### src/rtl/trig_sequencer.sv
// rtl/trig_sequencer.sv - internal/external event source with round-robin multi-channel transmit pulse sequencer
module trig_sequencer #(
  parameter  int CH_NUM      = 4,
  parameter  int CYCLE_W     = 20,
  parameter  int DELAY_W     = 16,
  parameter  int PULSE_W     = 12,
  parameter  int SYNC_STAGES = 2,
  localparam int IDX_W       = (CH_NUM > 1) ? $clog2(CH_NUM) : 1
) (
  input  logic               i_clk100M,
  input  logic               i_rst_n,
  input  logic               i_en,
  input  logic               i_outmode,
  input  logic               i_outnegedge,
  input  logic               i_trig,
  input  logic [CYCLE_W-1:0] i_cycle,
  input  logic [DELAY_W-1:0] i_outdelay,
  input  logic [DELAY_W-1:0] i_wavedelay,
  input  logic [PULSE_W-1:0] i_pulse,
  input  logic [CH_NUM-1:0]  i_ch_mask,
  output logic [CH_NUM-1:0]  o_trig,
  output logic               o_st,
  output logic [IDX_W-1:0]   o_ch_idx,
  output logic               o_busy,
  output logic               o_overrun
);

  typedef enum logic [1:0] {IDLE, WDELAY, PULSE} state_t;

  state_t             state_q, state_n;
  logic               mode_q;
  logic               abort;
  logic [CYCLE_W-1:0] cnt_q;
  logic               int_active, int_event;
  logic [SYNC_STAGES-1:0] sync_q;
  logic               sync_last, prev_q, det_q;
  logic               dly_active_q;
  logic [DELAY_W-1:0] dly_cnt_q;
  logic               ext_event, ext_drop, seq_event;
  logic [DELAY_W-1:0] wcnt_q, wcnt_n;
  logic [PULSE_W-1:0] pcnt_q, pcnt_n, plen_q, plen_n;
  logic [IDX_W-1:0]   ptr_q, ptr_n, ch_n, sel;
  logic               sel_found, st_n, ovr_n;
  logic [CH_NUM-1:0]  trig_n;

  // A mode change is treated like a disable for one cycle so no stale countdown leaks across sources
  assign abort      = !i_en || (i_outmode != mode_q);
  assign int_active = i_en && !i_outmode && (i_cycle != '0);
  assign int_event  = int_active && (cnt_q == i_cycle - CYCLE_W'(1));
  assign sync_last  = sync_q[SYNC_STAGES-1];
  assign ext_drop   = det_q && dly_active_q;
  assign ext_event  = (det_q && !dly_active_q && (i_outdelay == '0)) ||
                      (dly_active_q && (dly_cnt_q == '0));
  assign seq_event  = !abort && (int_event || ext_event);
  assign o_busy     = (state_q != IDLE);

  always_ff @(posedge i_clk100M or negedge i_rst_n) begin
    if (!i_rst_n) begin
      mode_q       <= 1'b0;
      cnt_q        <= '0;
      sync_q       <= '0;
      prev_q       <= 1'b0;
      det_q        <= 1'b0;
      dly_active_q <= 1'b0;
      dly_cnt_q    <= '0;
    end else begin
      mode_q <= i_outmode;
      sync_q <= {sync_q[SYNC_STAGES-2:0], i_trig};
      prev_q <= sync_last;
      det_q  <= i_en && i_outmode &&
                (i_outnegedge ? (!sync_last && prev_q) : (sync_last && !prev_q));
      if (!int_active || abort || int_event)
        cnt_q <= '0;
      else
        cnt_q <= cnt_q + CYCLE_W'(1);
      if (abort) begin
        dly_active_q <= 1'b0;
        dly_cnt_q    <= '0;
      end else if (dly_active_q) begin
        if (dly_cnt_q == '0)
          dly_active_q <= 1'b0;
        else
          dly_cnt_q <= dly_cnt_q - DELAY_W'(1);
      end else if (det_q && (i_outdelay != '0)) begin
        dly_active_q <= 1'b1;
        dly_cnt_q    <= i_outdelay - DELAY_W'(1);
      end
    end
  end

  // Round-robin: lowest enabled channel above the pointer, else wrap to the lowest enabled one
  always_comb begin
    sel       = '0;
    sel_found = 1'b0;
    for (int i = CH_NUM - 1; i >= 0; i--) begin
      if (i_ch_mask[i] && (i > int'(ptr_q))) begin
        sel       = IDX_W'(i);
        sel_found = 1'b1;
      end
    end
    if (!sel_found) begin
      for (int i = CH_NUM - 1; i >= 0; i--) begin
        if (i_ch_mask[i])
          sel = IDX_W'(i);
      end
    end
  end

  always_comb begin
    state_n = state_q;
    wcnt_n  = wcnt_q;
    pcnt_n  = pcnt_q;
    plen_n  = plen_q;
    ptr_n   = ptr_q;
    ch_n    = o_ch_idx;
    st_n    = 1'b0;
    ovr_n   = !abort && ((seq_event && (state_q != IDLE)) || ext_drop);
    case (state_q)
      IDLE: begin
        if (seq_event && (i_ch_mask != '0)) begin
          st_n   = 1'b1;
          ch_n   = sel;
          ptr_n  = sel;
          plen_n = i_pulse;
          if (i_wavedelay != '0) begin
            state_n = WDELAY;
            wcnt_n  = i_wavedelay - DELAY_W'(1);
          end else if (i_pulse != '0) begin
            state_n = PULSE;
            pcnt_n  = i_pulse - PULSE_W'(1);
          end
        end
      end
      WDELAY: begin
        if (wcnt_q != '0) begin
          wcnt_n = wcnt_q - DELAY_W'(1);
        end else if (plen_q != '0) begin
          state_n = PULSE;
          pcnt_n  = plen_q - PULSE_W'(1);
        end else begin
          state_n = IDLE;
        end
      end
      PULSE: begin
        if (pcnt_q == '0)
          state_n = IDLE;
        else
          pcnt_n = pcnt_q - PULSE_W'(1);
      end
      default: state_n = IDLE;
    endcase
    if (abort)
      state_n = IDLE;
    trig_n = '0;
    if (state_n == PULSE)
      trig_n[ch_n] = 1'b1;
  end

  always_ff @(posedge i_clk100M or negedge i_rst_n) begin
    if (!i_rst_n) begin
      state_q   <= IDLE;
      wcnt_q    <= '0;
      pcnt_q    <= '0;
      plen_q    <= '0;
      ptr_q     <= IDX_W'(CH_NUM - 1);
      o_ch_idx  <= '0;
      o_st      <= 1'b0;
      o_trig    <= '0;
      o_overrun <= 1'b0;
    end else begin
      state_q   <= state_n;
      wcnt_q    <= wcnt_n;
      pcnt_q    <= pcnt_n;
      plen_q    <= plen_n;
      ptr_q     <= ptr_n;
      o_ch_idx  <= ch_n;
      o_st      <= st_n;
      o_trig    <= trig_n;
      o_overrun <= ovr_n;
    end
  end

endmodule

### config.mk
export PLATFORM = sky130hd
export DESIGN_NAME = trig_sequencer
export DESIGN_NICKNAME = d
export VERILOG_FILES = /design/src/rtl/trig_sequencer.sv
export SDC_FILE = /design/constraint.sdc
export NUM_CORES = 1
export LEC_CHECK = 0
export ABC_AREA = 1
export CAP_MARGIN = 25
export CELL_PAD_IN_SITES_DETAIL_PLACEMENT = 1
export CELL_PAD_IN_SITES_GLOBAL_PLACEMENT = 1
export CORE_UTILIZATION = 44
export CTS_CLUSTER_DIAMETER = 120
export DETAILED_ROUTE_END_ITERATION = 10
export GPL_ROUTABILITY_DRIVEN = 0
export PLACE_DENSITY_LB_ADDON = 0.1
export REMOVE_ABC_BUFFERS = 1
export SETUP_SLACK_MARGIN = 0.4
export SYNTH_ARGS = -nofsm -noshare
export SYNTH_HDL_FRONTEND = slang
export SYNTH_SLANG_ARGS = --single-unit
### constraint.sdc
create_clock -name i_clk100M -period 5.9 [get_ports i_clk100M]
set_input_delay 1.475 -clock i_clk100M [delete_from_list [all_inputs] [get_ports i_clk100M]]
set_output_delay 1.475 -clock i_clk100M [all_outputs]
set_load 0.01 [all_outputs]
==> results.md, run 1 <==
- # setup viols final: 0
- Mux cell area share after synthesis: 0.1522%
- First-pass GRT wire length: 32.19 mm
- Mapped Cells: 917
- Largest family of logic cells by synthesized area: simple AND/OR/NAND/NOR gates
- Grt ovf: 0
- Clock Latency Late Sink: 360 ps
- Hold buffers post-CTS: 0
- WP data required: 6110 ps
- Hold WS: 351.0 ps
- Placed instance area: 7495 um2
- Comb power frac: 22.1%
- Setup WS pre-CTS: 1323 ps
- # DRC: 0
- ANT cells: 0
- Post-detailed-route wirelength per cell: 15.52 um
- P_leak: 3.550 nW
- Largest net degree at the start of global routing: 55
- Clock Skews: 14.59 ps
- Clock share of power: 33.2%
- Final period utilization: 71.51%
- Post-Synth Adder-Cell Area: 1.903%
- H-tree depth: 3
- Unrepaired setup endpoints after global routing: false
- Compound-gate portion of the synthesized area: 11.34%
- CTS Sinks: 94
- WP data arrival: 4420 ps
- Synth Area in XOR/XNOR: 6.927%
- Initial antenna violation count: 0
- Sw frac: 31.37%
- Die Y: 124.2 um
- Setup slack, reg-to-reg: 2690 ps
- Die area: 15,440 um2
- Simple-Gate Fraction of Synth Area: 33.78%
- Setup crit end kind: flip-flop
- CP Class: in2reg
- Post-CTS setup buffers: 0
- Slew Limit Headroom: 37.37%
- Rows: 44
- Synth async-reset ratio: 100.0%
- First drt pass iteration count: 5
- Max Clk Rate: 0.2370 GHz
- Number of global-route vias before repair: 6,602
- Area delta synth->final: 18.52%
- Final min period: 4219 ps
- I/O pins: 83
- Final max-slew violation count: 0
- # Max-Cap Violations: 0
- Prevailing post-synth register cell: dfrtp_1
- Mapped Avg Cell Area: 7.170 um2
- Final Hold Fails: 0
- Mapped cell area: 6575 um2
- Post-layout worst setup margin: 1681 ps
- Seq cells post-synth: 94
- Yosys cell types: 51
- Outcome: completed
- IO buf count: 82
- PwrDens: 235.0 nW/um2
- Peak VDD IR: 139.8 uV
- Dpl cells: 1,161
- Proportion of layout cells with a drive suffix above 1: 7.049%
- Layout Nets: 1,072
- Sw Pwr: 0.0005744 W
- Pint: 0.001257 W
- CP Max Fanout: 17
- Die X: 124.2 um
- Post-route ant nets: 0
- Design area: 7792 um2
- Core ar.: 14,530 um2
- Post-synth EDFFs: 0
- CTS tree: yes
- Post-cts sizing count: 0
- Setup TNS: 0 ps
- CTS root buf: clkbuf_16
- DPL Wire Length: 14.05 mm
- Starting Density: 45.24%
- Final non-filler cell total: 1,177
- Register area share after synthesis: 35.81%
- Number of CTS-inserted buffers: 9
- DR vias/cell: 5.280
- Vias: 6,215
- HP Class: reg2reg
- Total GRT Usage: 25.49%
- Clock buffer depth: 2
- Worst-margin pin slew: 939.5 ps
- Drt total wl: 18.27 mm
- Seq pwr share: 44.8%
- Yosys warns: 0
- Worst setup SP type: input port
- DRT iter0 DRCs: 272
- Worst-path clk slew: 70 ps
==> synthesized netlist by cell type, types with 11 or more instances <==
cell type	count	area, um2
nand2_1	237	889.6
inv_1	136	510.5
dfrtp_1	92	2302
nor2_1	84	315.3
o21ai_0	59	295.3
nand3_1	39	195.2
xor2_1	36	315.3
nor4_1	26	162.7
nand4_1	22	137.6
nor3_1	18	90.09
xnor2_1	16	140.1
clkbuf_1	13	48.80
a21oi_1	11	55.05
o21ai_1	11	55.05
o21ai_2	11	96.34
==> final cells by class <==
| cell class | count | area, um2 |
|---|---|---|
| fillers | 1893 | 6741 |
| multi-input cells | 661 | 3557 |
| flip-flops and latches | 94 | 2355 |
| repair buffers | 84 | 833.3 |
| inverters | 138 | 519.2 |
| well taps | 184 | 230.2 |
| clock buffers | 10 | 229.0 |
| clock inverters | 6 | 68.82 |
==> path summary, 6_finish.rpt <==
path / to / depth (start not counted) / startpoint
worst max-delay path: plen_q[1] / 16 / i_cycle[0]
worst min register to register: sync_q[1] / 0 / sync_q[0]
max in group asynchronous: wcnt_q[5] / 2 / i_rst_n
worst min-delay path: sync_q[1] / 0 / sync_q[0]
min in group asynchronous: cnt_q[19] / 1 / i_rst_n
worst max register to register: wcnt_q[15] / 14 / state_q[1]
==> flip-flops by register name, indices dropped and copies added, names as in the netlist, 2 cells and up <==
| register | count |
|---|---|
| sync_q | 2 |
| wcnt_q | 16 |
| o_ch_idx | 2 |
| dly_cnt_q | 16 |
| plen_q | 12 |
| cnt_q | 20 |
| o_trig | 4 |
| ptr_q | 2 |
| state_q | 2 |
| pcnt_q | 12 |
==> cells in the final DEF (no fill, tap or decap), types with 10 or more instances in the layout <==
cell type        instances
nor2_1                  84
inv_1                  136
dfrtp_1                 92
o21ai_1                 11
xnor2_1                 16
o21ai_0                 59
xor2_1                  36
nand2_1                237
o21ai_2                 11
a21oi_1                 11
ha_1                    10
o22ai_1                 10
nor4_1                  26
clkdlybuf4s50_1         81
nand3_1                 39
nor3_1                  18
nand4_1                 22
==> through the flow <==
| stage | total power [W] | util (%) |
|---|---|---|
| after floorplan | 0.001067 | - |
| after global placement | 0.001219 | 51.57 |
| after detailed placement | 0.001236 | 51.57 |
| after CTS | 0.001848 | 53.62 |
| after global routing | 0.001942 | 53.62 |
| final | 0.001831 | 53.62 |
==> critical path: stages <==
cell and delay [ps]:
clkdlybuf4s50_1 430, inv_1 120, ha_1 220, nand2_2 150
o21ai_0 310, nand2_1 90, nand2_1 60, nand2_1 60
nor2_1 80, nand2_1 70, nor2_2 110, nand2_2 90
nand2_4 100, nand3_2 280, inv_1 570, o21ai_0 200
==> kinds of logic (layout without fill, tap and decap cells) <==
kind of cell	count (synthesis)	after routing
xor gates and xnor gates	52	52
adders and majority gates	10	10
AOI/OAI and AO/OA	123	123
muxes	1	1
buffers and inverters	162	238
DFF	94	94
and+or+nand+nor	475	475
==> metal layers <==
layer / track usage (%) / vias up / wire length [um]
li1: - / 3103 / -
met3: 3.190 / 19 / 468
met5: 0 / - / 0
met2: 43.52 / 83 / 9015
met1: 33.54 / 3010 / 8503
met4: 7.654 / 0 / 280
==> power by group through the flow <==
stage	combinational, W	sequential [W]	clock (W)
final	0.000404	0.000820	0.000607
after global routing	0.000461	0.000833	0.000648
after CTS	0.000409	0.000820	0.000620
after detailed placement	0.000405	0.000831	0
after global placement	0.000392	0.000826	0
after floorplan	0.000255	0.000812	0
No activity file was read; power rests on OpenSTA's default activity.
==> inputs of run 2 (changes only) <==
--- a/config.mk
+++ b/config.mk
@@ -9,7 +9,7 @@
 export CAP_MARGIN = 25
 export CELL_PAD_IN_SITES_DETAIL_PLACEMENT = 1
 export CELL_PAD_IN_SITES_GLOBAL_PLACEMENT = 1
-export CORE_UTILIZATION = 44
+export CORE_UTILIZATION = 41
 export CTS_CLUSTER_DIAMETER = 120
 export DETAILED_ROUTE_END_ITERATION = 10
 export GPL_ROUTABILITY_DRIVEN = 0
==> constraint.sdc (replaced) <==
create_clock -name i_clk100M -period 3.95 [get_ports i_clk100M]
set_input_delay 0.9875 -clock i_clk100M [delete_from_list [all_inputs] [get_ports i_clk100M]]
set_output_delay 0.9875 -clock i_clk100M [all_outputs]
set_load 0.01 [all_outputs]
==> results.md, run 2 (synthesized netlist as in run 1, its figures left out) <==
- Setup slack, reg-to-reg: 820 ps (was 2690 ps)
- # Max-Cap Violations: 0 (unchanged)
- Worst R2R End: wcnt_q[11] (was wcnt_q[15])
- Hold depth: 0 (unchanged)
- DR vias/cell: 5.071 (was 5.280)
- Met3 usage: 3.825% (was 3.190%)
- Number of CTS-inserted buffers: 9 (unchanged)
- Met2 GRT Util: 39.81% (was 43.52%)
- Final Hold Fails: 0 (unchanged)
- CTS root buf: clkbuf_16 (unchanged)
- CP Class: in2reg (unchanged)
- # DRC: 0 (unchanged)
- Initial antenna violation count: 0 (unchanged)
- WP data required: 4230 ps (was 6110 ps)
- Clock Skews: 11.02 ps (was 14.59 ps)
- Final max-slew violation count: 0 (unchanged)
- Post-detailed-route wirelength per cell: 14.96 um (was 15.52 um)
- WP data arrival: 3590 ps (was 4420 ps)
- Largest registers: cnt_q x20, dly_cnt_q x16, wcnt_q x16 (unchanged)
- DRT iter0 DRCs: 268 (was 272)
- Die Y: 128.6 um (was 124.2 um)
- ANT cells: 0 (unchanged)
- Slowest Stage Delay on Critical Path: 430 ps (was 570 ps)
- CP Max Fanout: 8 (was 17)
- Area delta synth->final: 21.35% (was 18.52%)
- Number of global-route vias before repair: 6,319 (was 6,602)
- Top cell by count, worst path: nand2_1 (unchanged)
- Largest net degree at the start of global routing: 83 (was 55)
- Most common cell after layout, fill and taps aside: nand2_1 (unchanged)
- Proportion of layout cells with a drive suffix above 1: 8.433% (was 7.049%)
- Master of the slowest instance on the critical path: clkdlybuf4s50_1 (was inv_1)
- WP buf/inv: 4 (was 3)
- Rows: 45 (was 44)
- Hold path startpoint: sync_q[0] (unchanged)
- First drt pass iteration count: 4 (was 5)
- First-pass GRT wire length: 30.29 mm (was 32.19 mm)
- Setup TNS: 0 ps (unchanged)
- Outcome: completed (unchanged)
- IO buf count: 82 (unchanged)
- Drt total wl: 18.23 mm (was 18.27 mm)
- PwrDens: 341.4 nW/um2 (was 235.0 nW/um2)
- Worst setup SP type: input port (unchanged)
- Most frequent cells in the layout: nand2_1, inv_1, dfrtp_1 (unchanged)
- Most crowded layer after global routing: met2 (unchanged)
- Worst-path clk slew: 60 ps (was 70 ps)
- Post-layout util: 51.72% (was 53.62%)
- Cells along the critical path: clkdlybuf4s50_1 -> inv_1 -> ha_1 -> nand2_4 -> o21ai_1 -> nand2_1 -> nand2_1 -> nand2_1 -> nor2_1 -> nand2_1 -> nor2_2 -> nand2_2 -> nand2_4 -> nand3_2 -> nand2_1 -> inv_2 -> nor2_8 -> buf_4 -> nand2_1 -> o21ai_2 (was clkdlybuf4s50_1 -> inv_1 -> ha_1 -> nand2_2 -> o21ai_0 -> nand2_1 -> nand2_1 -> nand2_1 -> nor2_1 -> nand2_1 -> nor2_2 -> nand2_2 -> nand2_4 -> nand3_2 -> inv_1 -> o21ai_0)
- Vias: 6,181 (was 6,215)
- WP depth: 20 (was 16)
- Unrepaired setup endpoints after global routing: true (was false)
- Grt met1 use: 30.60% (was 33.54%)
- # setup viols final: 0 (unchanged)
- Hold WS: 348.8 ps (was 351.0 ps)
- Peak VDD IR: 279.0 uV (was 139.8 uV)
- Max FFs per register: 20 (unchanged)
- CTS tree: yes (unchanged)
- Slew Limit Headroom: 34.35% (was 37.37%)
- Clock Latency Late Sink: 350 ps (was 360 ps)
- Largest register by flop count: cnt_q (unchanged)
- Final period utilization: 83.75%
- P_leak: 3.640 nW (was 3.550 nW)
- Setup crit end kind: flip-flop (unchanged)
- Die area: 16,550 um2 (was 15,440 um2)
- Core ar.: 15,430 um2 (was 14,530 um2)
- H-tree depth: 3 (unchanged)
- Final min period: 3308 ps
- HP Class: reg2reg (unchanged)
- Hold Path End: sync_q[1] (unchanged)
- Post-route ant nets: 0 (unchanged)
- DPL Wire Length: 13.98 mm (was 14.05 mm)
- Die X: 128.6 um (was 124.2 um)
- Starting Density: 42.62% (was 45.24%)
- Layout Nets: 1,089 (was 1,072)
- CTS Sinks: 94 (unchanged)
- Hold buffers post-CTS: 0 (unchanged)
- Cells on worst reg2reg path: 14 (unchanged)
- Top Family by Delay on Critical Path: simple AND/OR/NAND/NOR gates (was buffers and inverters)
- Grt ovf: 0 (unchanged)
- I/O pins: 83 (unchanged)
- Worst-margin pin slew: 974.5 ps (was 939.5 ps)
- Max Clk Rate: 0.3023 GHz
- Worst reg2reg startpoint: state_q[1] (unchanged)
- Total GRT Usage: 23.21% (was 25.49%)
- Clock buffer depth: 2 (unchanged)
run 2: layout make-up:
| type | instances | area (um2) |
|---|---|---|
| clock buffers | 13 | 260.3 |
| clock inverters | 1 | 30.03 |
| fillers | 2004 | 7448 |
| inverters | 138 | 519.2 |
| multi-input cells | 663 | 3588 |
| flip-flops and latches | 94 | 2355 |
| well taps | 211 | 264.0 |
| repair buffers | 99 | 962.2 |
run 2: repair_timing:
item                       CTS  global route
buffers inserted             0             6
gates resized for setup      0             4
setup endpoints to repair    0            38
run 2: where the power goes:
part | internal [W] | switching (W)
clock | 0.000519 | 0.000369
sequential | 0.00113 | 0.0000963
combinational | 0.000254 | 0.000355
run 2: per-layer routing:
| layer | part of all wire (%) | wire, um |
|---|---|---|
| met5 | 0 | 0 |
| met2 | 49 | 8942 |
| met1 | 47 | 8603 |
| met3 | 2.9 | 525 |
| met4 | 0.88 | 161 |
run 2: how the worst max path moves through the flow:
stage / start / end / slack (ps)
after floorplan: i_cycle[0] / pcnt_q[0] / 890
after global placement: i_cycle[0] / wcnt_q[15] / 190
after detailed placement: i_cycle[0] / wcnt_q[15] / 90
after CTS: i_cycle[0] / wcnt_q[15] / 470
after global routing: i_cycle[0] / wcnt_q[11] / 390
final: i_cycle[0] / wcnt_q[13] / 640
run 2: per-stage QoR:
step	instances	setup slack (ps)	power (W)	area, um2
floorplan	893	894.5	0.001594	6431
global placement	1197	191.4	0.001834	7609
detailed placement	1197	88.01	0.001852	7609
CTS	1211	469.9	0.002755	7899
global route	1219	385.7	0.002885	7979
finish	1219	642.1	0.002724	7979
==> inputs of run 3 (changes only) <==
==> constraint.sdc (replaced) <==
create_clock -name i_clk100M -period 3.1 [get_ports i_clk100M]
set_input_delay 0.775 -clock i_clk100M [delete_from_list [all_inputs] [get_ports i_clk100M]]
set_output_delay 0.775 -clock i_clk100M [all_outputs]
set_load 0.01 [all_outputs]
==> results.md, run 3 (synthesized netlist as in run 1, its figures left out) <==
- Number of CTS-inserted buffers: 9 (unchanged)
- DPL Wire Length: 14.84 mm (was 13.98 mm)
- Hold buffers post-CTS: 0 (unchanged)
- Proportion of layout cells with a drive suffix above 1: 25.60% (was 8.433%)
- Most common cell after layout, fill and taps aside: nand2_1 (unchanged)
- DRT iter0 DRCs: 308 (was 268)
- Final Hold Fails: 0 (unchanged)
- Worst setup SP type: input port (unchanged)
- Layout Nets: 1,165 (was 1,089)
- Post-detailed-route wirelength per cell: 17.74 um (was 14.96 um)
- Max Clk Rate: 0.3658 GHz
- P_leak: 4.264 nW (was 3.640 nW)
- Largest net degree at the start of global routing: 51 (was 83)
- Outcome: completed (unchanged)
- CP Class: in2reg (unchanged)
- Post-layout worst setup margin: 366.1 ps (was 642.1 ps)
- Worst-margin pin slew: 781.6 ps (was 974.5 ps)
- Post-route ant nets: 0 (unchanged)
- Setup WS pre-CTS: -346.7 ps (was 88.01 ps)
- Area delta synth->final: 41.43% (was 21.35%)
- Max FFs per register: 20 (unchanged)
- # setup viols final: 0 (unchanged)
- # DRC: 0 (unchanged)
- IO buf count: 82 (unchanged)
- Final period utilization: 88.19%
- Peak VDD IR: 297.9 uV (was 279.0 uV)
- First-pass GRT wire length: 34.02 mm (was 30.29 mm)
- PwrDens: 402.8 nW/um2 (was 341.4 nW/um2)
- Final max-slew violation count: 0 (unchanged)
- I/O pins: 83 (unchanged)
- CTS root buf: clkbuf_16 (unchanged)
- Vias: 6,825 (was 6,181)
- Die Y: 128.6 um (unchanged)
- Number of global-route vias before repair: 6,773 (was 6,319)
- DR vias/cell: 5.262 (was 5.071)
- Clock buffer depth: 2 (unchanged)
- Die X: 128.6 um (unchanged)
- CP Max Fanout: 5 (was 8)
- HP Class: in2async (was reg2reg)
- Starting Density: 42.62% (unchanged)
- Unrepaired setup endpoints after global routing: true (unchanged)
- Slew Limit Headroom: 47.41% (was 34.35%)
- Largest register by flop count: cnt_q (unchanged)
- First drt pass iteration count: 5 (was 4)
- Initial antenna violation count: 0 (unchanged)
- # Max-Cap Violations: 0 (unchanged)
- Die area: 16,550 um2 (unchanged)
- Worst-path clk slew: 70 ps (was 60 ps)
- Overall Power: 0.003746 W (was 0.002724 W)
- Clock Skews: 12.59 ps (was 11.02 ps)
- H-tree depth: 3 (unchanged)
- Grt ovf: 0 (unchanged)
- Clock Latency Late Sink: 360 ps (was 350 ps)
- CTS Sinks: 94 (unchanged)
- WP data arrival: 2980 ps (was 3590 ps)
- CP Launch Point: i_cycle[7] (was i_cycle[0])
- Drt total wl: 23.00 mm (was 18.23 mm)
- Most frequent cells in the layout: nand2_1, inv_1, dfrtp_1 (unchanged)
- Setup crit end kind: flip-flop (unchanged)
- WP data required: 3340 ps (was 4230 ps)
- Core ar.: 15,430 um2 (unchanged)
- Final min period: 2734 ps
- Rows: 45 (unchanged)
- ANT cells: 0 (unchanged)
- Total GRT Usage: 26.38% (was 23.21%)
- Largest registers: cnt_q x20, dly_cnt_q x16, wcnt_q x16 (unchanged)
- CTS tree: yes (unchanged)
- Worst reg2reg startpoint: state_q[1] (unchanged)
## run 3: cell type report
class	count	area, um2
well taps	211	264.0
multi-input cells	661	4105
clock buffers	13	250.2
clock inverters	3	46.29
inverters	138	543.0
repair buffers	177	1734
fillers	1922	6128
flip-flops and latches	94	2356
## run 3: what timing repair did
| item | in CTS | in global routing |
|---|---|---|
| cloned | 3 | 3 |
| resized for setup | 103 | 136 |
| setup endpoints to repair | 53 | 54 |
| setup buffers | 14 | 10 |
| pin swaps | 28 | 43 |
## run 3: path summary, 6_finish.rpt
kind / to / slack [ps] / cells after the start
max reg2reg: wcnt_q[11] / 450 / 14
max in group asynchronous: ptr_q[1] / 2090 / 2
min: cnt_q[17] / 290 / 1
max: pcnt_q[0] / 370 / 17
min in group i_clk100M: sync_q[1] / 350 / 0
min reg2reg: sync_q[1] / 350 / 0
## run 3: stage by stage
step                instances  hold slack (ps)  setup TNS (ps)  utilization, %  instance area [um2]
floorplan                 893            331.2               0               -                 6431
global placement         1251            334.0           -8101           52.27                 8064
detailed placement       1251            337.9          -11900           52.27                 8064
CTS                      1284            299.9               0           56.72                 8750
global route             1297            308.8               0           60.28                 9299
finish                   1297            294.3               0           60.28                 9299
## run 3: worst max-delay path, cell delays in order
cell and delay (ps):
clkdlybuf4s15_2 220, nor2_2 140, and2_2 210, nand2_2 80, nor2_2 100, xor2_1 180, nand2_1 90, nor2_2 150
nand2_2 100, nand2_4 100, buf_6 120, nand3_4 80, o21ai_4 200, nand2_4 110, clkbuf_16 200, nand2_4 60
o21ai_2 50
## run 3: power breakdown
part,internal (W),switching [W]
Clock,0.000651,0.000510
Sequential,0.00144,0.000162
Combinational,0.000418,0.000565
Total,0.00251,0.00124
## run 3: layer usage
layer  global-route usage [%]  vias to the layer above  share of wire [%]
met2                    46.71                      142                 52
met4                    8.997                        0                2.7
li1                         -                     3295                  -
met3                    2.412                       43                2.7
met5                        0                        -                  0
met1                    33.69                     3345                 43
